[config.mk]
export PLATFORM = sky130hd
export DESIGN_NAME = seven_segment_display
export DESIGN_NICKNAME = d
export VERILOG_FILES = /design/src/rtl/seven_seg_pkg.sv /design/src/rtl/seven_segment.sv /design/src/rtl/seven_segment_display.sv
export SDC_FILE = /design/constraint.sdc
export NUM_CORES = 1
export LEC_CHECK = 0
export BUFFER_PORTS_ARGS = -buffer_cell sky130_fd_sc_hd__buf_4
export CORE_MARGIN = 5
export CORE_UTILIZATION = 35
export CTS_CLUSTER_DIAMETER = 150
export CTS_CLUSTER_SIZE = 28
export DETAILED_ROUTE_END_ITERATION = 8
export GPL_TIMING_DRIVEN = 0
export PLACE_DENSITY_LB_ADDON = 0.08
export SLEW_MARGIN = 20
export SYNTH_ARGS = -nofsm -noshare
export SYNTH_HDL_FRONTEND = slang
export SYNTH_HIERARCHICAL = 1
export SYNTH_SLANG_ARGS = --single-unit
[constraint.sdc]
create_clock -name clk -period 3.1 [get_ports clk]
set_input_delay 0.31 -clock clk [delete_from_list [all_inputs] [get_ports clk]]
set_output_delay 0.31 -clock clk [all_outputs]
set_load 0.01 [all_outputs]
[src/rtl/seven_seg_pkg.sv]
// Shared constants and types for the multiplexed seven-segment display driver.
package seven_seg_pkg;

  localparam int unsigned NUM_DIGITS = 4;
  localparam logic [3:0]  ANODE_OFF  = 4'b1111;
  localparam logic [6:0]  SEG_BLANK  = 7'b1111111;

  typedef logic [1:0] digit_sel_t;

endpackage

[src/rtl/seven_segment.sv]
// Hex nibble to active-low seven-segment cathode pattern; bit 0 = CA, bit 6 = CG.
module seven_segment (
  input  logic [3:0] hex,
  output logic [6:0] segment
);

  always_comb begin
    segment = 7'b1111111;
    unique case (hex)
      4'h0: segment = 7'b1000000;
      4'h1: segment = 7'b1111001;
      4'h2: segment = 7'b0100100;
      4'h3: segment = 7'b0110000;
      4'h4: segment = 7'b0011001;
      4'h5: segment = 7'b0010010;
      4'h6: segment = 7'b0000010;
      4'h7: segment = 7'b1111000;
      4'h8: segment = 7'b0000000;
      4'h9: segment = 7'b0010000;
      4'hA: segment = 7'b0001000;
      4'hB: segment = 7'b0000011;
      4'hC: segment = 7'b1000110;
      4'hD: segment = 7'b0100001;
      4'hE: segment = 7'b0000110;
      4'hF: segment = 7'b0001110;
    endcase
  end

endmodule

[src/rtl/seven_segment_display.sv]
// Four-digit time-multiplexed common-anode driver with per-scan input snapshot
// and an anode-off guard interval at the start of every digit slot.
module seven_segment_display
  import seven_seg_pkg::*;
#(
  parameter int unsigned COUNT_BITS   = 17,
  parameter int unsigned GUARD_CYCLES = 4
) (
  input  logic        clk,
  input  logic        reset_n,
  input  logic [15:0] data_in,
  input  logic [3:0]  blank_in,
  input  logic [3:0]  dp_in,
  output logic [6:0]  segment,
  output logic        dp,
  output logic [3:0]  anode
);

  localparam logic [COUNT_BITS-3:0] GUARD = (COUNT_BITS-2)'(GUARD_CYCLES);

  logic [COUNT_BITS-1:0] count_q;
  logic [15:0]           data_q;
  logic [3:0]            blank_q;
  logic [3:0]            dp_q;

  digit_sel_t            digit_sel;
  logic [COUNT_BITS-3:0] slot_pos;
  logic [3:0]            nibble;
  logic [6:0]            glyph;
  logic                  guard;
  logic                  scan_end;

  assign digit_sel = count_q[COUNT_BITS-1:COUNT_BITS-2];
  assign slot_pos  = count_q[COUNT_BITS-3:0];
  assign nibble    = data_q[{digit_sel, 2'b00} +: 4];
  assign scan_end  = &count_q;
  assign guard     = (slot_pos < GUARD) || blank_q[digit_sel];

  seven_segment u_decoder (
    .hex     (nibble),
    .segment (glyph)
  );

  // Snapshot loads on the last count of a scan so a whole scan shows one value.
  always_ff @(posedge clk or negedge reset_n) begin
    if (!reset_n) begin
      count_q <= '0;
      data_q  <= '0;
      blank_q <= '1;
      dp_q    <= '0;
      anode   <= ANODE_OFF;
      segment <= SEG_BLANK;
      dp      <= 1'b1;
    end else begin
      count_q <= count_q + 1'b1;
      if (scan_end) begin
        data_q  <= data_in;
        blank_q <= blank_in;
        dp_q    <= dp_in;
      end
      if (guard) begin
        anode   <= ANODE_OFF;
        segment <= SEG_BLANK;
        dp      <= 1'b1;
      end else begin
        anode   <= ~(4'b0001 << digit_sel);
        segment <= glyph;
        dp      <= ~dp_q[digit_sel];
      end
    end
  end

endmodule
# Word-level counts from Yosys, hierarchy flattened
# Memories as Yosys holds them, arrays and structs flattened.
# Cells that the tools add are included.
[word_totals] ff_bits=53 mem_bits_ro=112 input_bits=26 elab_cells=24 mem_count=1
[op_classes] addsub=1 order_cmp=2 shifts=2 mux=7 bitwise_logic=2 n_reduce_logical=2
[memory_table] name="(no name shown)" words=16 word_bits=7 read_ports=1 rd_clocked_by_memory_dff=0 wr=0 line="seven_segment.sv:9" rtl="unique case (hex)"
[ops] op="$add 17x1->17 const B" n=1
[ops] op="$reduce_and 17->1" n=1
[ops] op="$shiftx 16x5->4" n=1
[ops] op="$lt 15x3->1 const B" n=1
[ops] op="$mux 7" n=1
[ops] op="$bmux 1 s2" n=2
[ops] op="$mux 4" n=1
[ops] op="$not 4->4" n=1
[ops] op="$shl 1x2->4 const A" n=1
[ops] op="$lt 2x3->1 const B" n=1
[ops] op="$mux 1" n=3
[ops] op="$logic_or 1x1->1" n=1
[ops] op="$not 1->1" n=1

# Depth between registers and ports, before layout
[depth] depth_word=4 ltp_mapped=8

# By module
# Netlist, hierarchy kept.
[by_module_without_submodules] module="seven_segment_display" n_inst=1 cells_per_inst=147 area_per_inst_um2=2192.1 seq_area_each_um2=1346.3
[by_module_without_submodules] module="seven_segment" n_inst=1 cells_per_inst=35 area_per_inst_um2=270.3 seq_area_each_um2=0.0

# Worst setup path before layout
# OpenSTA, ideal clock, no wires.
[synth_path] path_kind="register to register" start="register count_q[15]" end="register segment[3]" setup_time_ns=0.080 t_arrival_ns=2.088 slack_ns=0.932 path_stages_with_launch=8 path_buffers=1 period_less_slack_ns=2.168 path_cell_list="dfrtp_1 > buf_2 > mux4_2 > inv_1 > ha_1 > inv_1 > mux4_2 > nand2b_1"
[synth_lines] item="start, declared" line="seven_segment_display.sv:21" rtl="logic [COUNT_BITS-1:0] count_q;"
[synth_lines] item="start signal, assigned" line="seven_segment_display.sv:55" rtl="count_q <= count_q + 1'b1;"
[synth_lines] item="$shiftx 16x5->4" line="seven_segment_display.sv:35" rtl="assign nibble = data_q[{digit_sel, 2'b00} +: 4];"
[synth_lines] item="net nibble[0]" line="seven_segment_display.sv:28" rtl="logic [3:0] nibble;"
[synth_lines] item="$mem_v2 16x7"
[synth_lines] item="net glyph[3]" line="seven_segment_display.sv:29" rtl="logic [6:0] glyph;"
[synth_lines] item="$mux 7" line="seven_segment_display.sv:61" rtl="if (guard) begin"
[synth_lines] item="end signal, assigned" line="seven_segment_display.sv:67" rtl="segment <= glyph;"
[synth_lines] item="end, declared" line="seven_segment_display.sv:14" rtl="output logic [6:0] segment,"
# The timed path passes the listed nets, and every way through them passes these cells. The select of a mux whose other input is x is not followed.
# A chain may end at the register's enable or synchronous reset.

# Worst setup path after layout
[layout_path] start="register count_q[3]" end="register data_q[3]"
[layout_via] elab_chain_cells=1
[layout_lines] item="$reduce_and 17->1" line="seven_segment_display.sv:36" rtl="assign scan_end = &count_q;"
[layout_lines] item="net scan_end" line="seven_segment_display.sv:31" rtl="logic scan_end;"
[layout_lines] item="end signal, assigned" line="seven_segment_display.sv:57" rtl="data_q <= data_in;"
[layout_lines] item="end, declared" line="seven_segment_display.sv:22" rtl="logic [15:0] data_q;"
# The timed path passes the listed nets, and every way through them passes these cells.

==> results by group <==
STA
  – Max-slew violations: 0
  – Final hold slack: 0.0454 ns
  – Fmax: 410 MHz
  – Worst clock skew: 0.00637 ns
  – Final hold vios: 0
  – Fin crit period: 2.44 ns
  – Setup TNS: 0 ns
  – Slew headroom: 55.5%
  – Final period utilization: ~80%
  – RSZ-0062 raised after global routing: no
  – Final setup violation count: 0
  – Worst-Margin Slew: 0.668 ns

Setup path
  – Crit Path Max Fanout: 10
  – Startpoint types: flip-flop
  – Register-to-Register Setup Slack: between 0.6 and 0.7 ns
  – Critical path data arrival time: 2.64 ns
  – Critical path endpoint category: flip-flop
  – Setup Crit Path Kind: flip-flop to flip-flop
  – WP data required: 3.30 ns

Yosys
  – Yosys top cell area share: between 30% and 40%
  – Yosys warns: 6
  – Number of synthesized flops with an enable pin: 0
  – Synth unique cells: 35
  – Top_reg_cell synth: dfrtp_1
  – Post-Syn Nets: 217
  – Post-Synthesis Cells: roughly 180
  – Main area contributors after synthesis: dfrtp_1 (38%), dfstp_2 (17%), mux2_2 (11%), mux4_2 (6.4%), ha_1 (4.6%)
  – Biggest area consumer among synthesized cells: dfrtp_1
  – Most common cell in the synthesized netlist: dfrtp_1
  – Asr flop ratio synth: 100%
  – Sequential share of the synthesized area: ~55%
  – Commonest cells in the netlist: dfrtp_1 (37), mux2_2 (24), dfstp_2 (16)
  – Avg Inst Size Synth: around 14 sq um
  – Post-synthesis register bit count: 53
  – Synthesized area: 0.00246 sq mm

Clock tree
  – CTS max path bufs: 2
  – Clock Latency Late Sink: around 0.30 ns
  – Clock root cell: clkbuf_8
  – CTS tree: built
  – H-tree depth: 2
  – Post-CTS Resized: 0
  – Post-CTS Hold Fix Bufs: 0
  – Clk sinks: 53
  – Clock-pin slew on the worst setup and hold paths: approximately 0.10 ns
  – Setup bufs post-CTS: 0
  – CTS Buf Count: 5

Drt
  – WL per Instance: around 14 um
  – DRT iter0 DRCs: 42
  – Vias per Instance: 4.66
  – Post-Route WL: 4640 um
  – Antenna viol nets, final: 0
  – Metal2 WL: 2230 um
  – Wire length on met1: about 2200 um
  – Number of remaining DRC errors: 0
  – Met3 Routed Length: about 190 um
  – Via count: 1506
  – Highest metal used: met4
  – DR pass1 iterations: 4

Floorplanning
  – # rows: 30
  – CORE AREA: 0.00683 sq mm
  – Initial core utilization: 36.0%
  – Die height: 93.9 um
  – DIE AREA: 0.00881 sq mm
  – I/O Pins: 38
  – Die X: 93.9 um

Place
  – RD Place Congestion: 0.750
  – HPWL Detailed: about 3400 um
  – IO Port Bufs: 37

Run
  – Max capacitance violation total: 0

Pwr
  – Internal Power: 0.871 mW
  – Reg power frac: 61.8%
  – Leakage: 1.36 nW
  – Net Sw Power: 0.248 mW
  – Net Sw Frac: 22.1%
  – PwrDens: 379 mW/mm^2
  – Clk pwr share: 34.9%
  – Logic gate share of total power: 3.3%
  – Max VDD drop: 0.199 mV

Final layout
  – Filler cells: 676
  – Layout area overhead: 19.8%
  – Share of layout cells above drive strength 1: 46.3%
  – Final net count: 261
  – Diodes inserted: 0

Global routing
  – Initial antenna violation count: 0
  – First-pass GRT wire length: 7920 um
  – Grt ovf: 0
  – Number of global-route vias before repair: 1662
  – Largest net degree at the start of global routing: 54
  – GR Util All Layers: about 12%

Hold path
  – Worst Hold Class: input port to async pin

Run status
  – Status: finished clean
-- cell usage in the layout (no fill, tap or decap), drive strengths merged --
cell type	n
buf	42
nand4	4
clkbuf	7
nand4b	1
nor3	1
xor2	4
mux2	24
nand4bb	1
o211ai	1
nand2	7
ha	9
and4	1
inv	7
clkinvlp	1
clkinv	2
or4b	1
nor4	2
a32o	1
mux2i	5
and3	4
dfrtp	37
and2	1
nor2	11
xnor2	10
nand3	7
a21oi	2
mux4	7
nand2b	8
o21ai	3
dfstp	16
-- critical path, cell delays in order, from the launching register on --
cell and delay [ns]:
dfrtp_1 0.42, and3_2 0.24, and4_4 0.26, nand3_1 0.12, nor2_1 0.13, ha_1 0.14, clkbuf_1 0.29, buf_2 0.35
mux2_2 0.37
-- cell type report --
cell class                 instances  area, sq um  area share, %
sequential                        53         1350           45.7
multi-input combinational        115         1050           35.6
buffer                             7         40.0           1.36
tap                               96          120           4.07
inverter                           7         26.3          0.891
clock inverter                     3         20.0          0.679
timing repair buffer              37          278           9.42
clock buffer                       5         68.8           2.33
-- final timing paths --
path,start,to,depth (start not counted)
setup reg to reg,count_q[3],data_q[3],8
min in group clk,data_in[6],data_q[6],2
max in group asynchronous,reset_n,data_q[1],1
hold / removal,reset_n,count_q[1],1
hold reg to reg,count_q[0],count_q[0],1
setup / recovery,count_q[3],data_q[3],8
-- power groups by stage --
stage	logic [mW]	registers (mW)	clock network, mW
floorplan	0.000256	0.705	0
global placement	0.0368	0.705	0
detailed placement	0.0382	0.705	0
CTS	0.0384	0.692	0.413
global route	0.0417	0.692	0.435
finish	0.0365	0.692	0.391
-- cell families (layout without fill, tap and decap cells) --
| family | after synthesis | after routing | synth area share, % |
|---|---|---|---|
| compound gates | 7 | 7 | 1.73 |
| buf+inv | 14 | 59 | 2.69 |
| simple gates | 49 | 49 | 11.6 |
| fa+ha+maj | 9 | 9 | 4.57 |
| flops | 53 | 53 | 54.7 |
| xor+xnor | 14 | 14 | 5.28 |
| mux | 36 | 36 | 19.4 |
-- through the flow --
step	cells	setup slack, ns	area [sq um]	power, mW	utilization (%)
6_report	323	0.659	2950	1.12	43.2
4_1_cts	323	0.587	2950	1.14	43.2
3_5_place_dp	315	0.611	2860	0.743	41.9
5_1_grt	323	0.488	2950	1.17	43.2
2_1_floorplan	182	0.932	2460	0.705	-
3_3_place_gp	315	0.674	2860	0.742	41.9
-- registers in the layout, indices dropped and copies added (netlist names) --
| signal | count |
|---|---|
| count_q | 17 |
| data_q | 16 |
| segment | 7 |
| anode | 4 |
| blank_q | 4 |
| dp_q | 4 |
| dp | 1 |
-- per-layer routing --
| metal | vias to the layer above | track usage [%] |
|---|---|---|
| li1 | 725 | - |
| met1 | 749 | 14.9 |
| met2 | 28 | 18.6 |
| met3 | 4 | 3.13 |
| met4 | 0 | 4.33 |
| met5 | - | 0 |
Power figures use the tool's default switching activity.
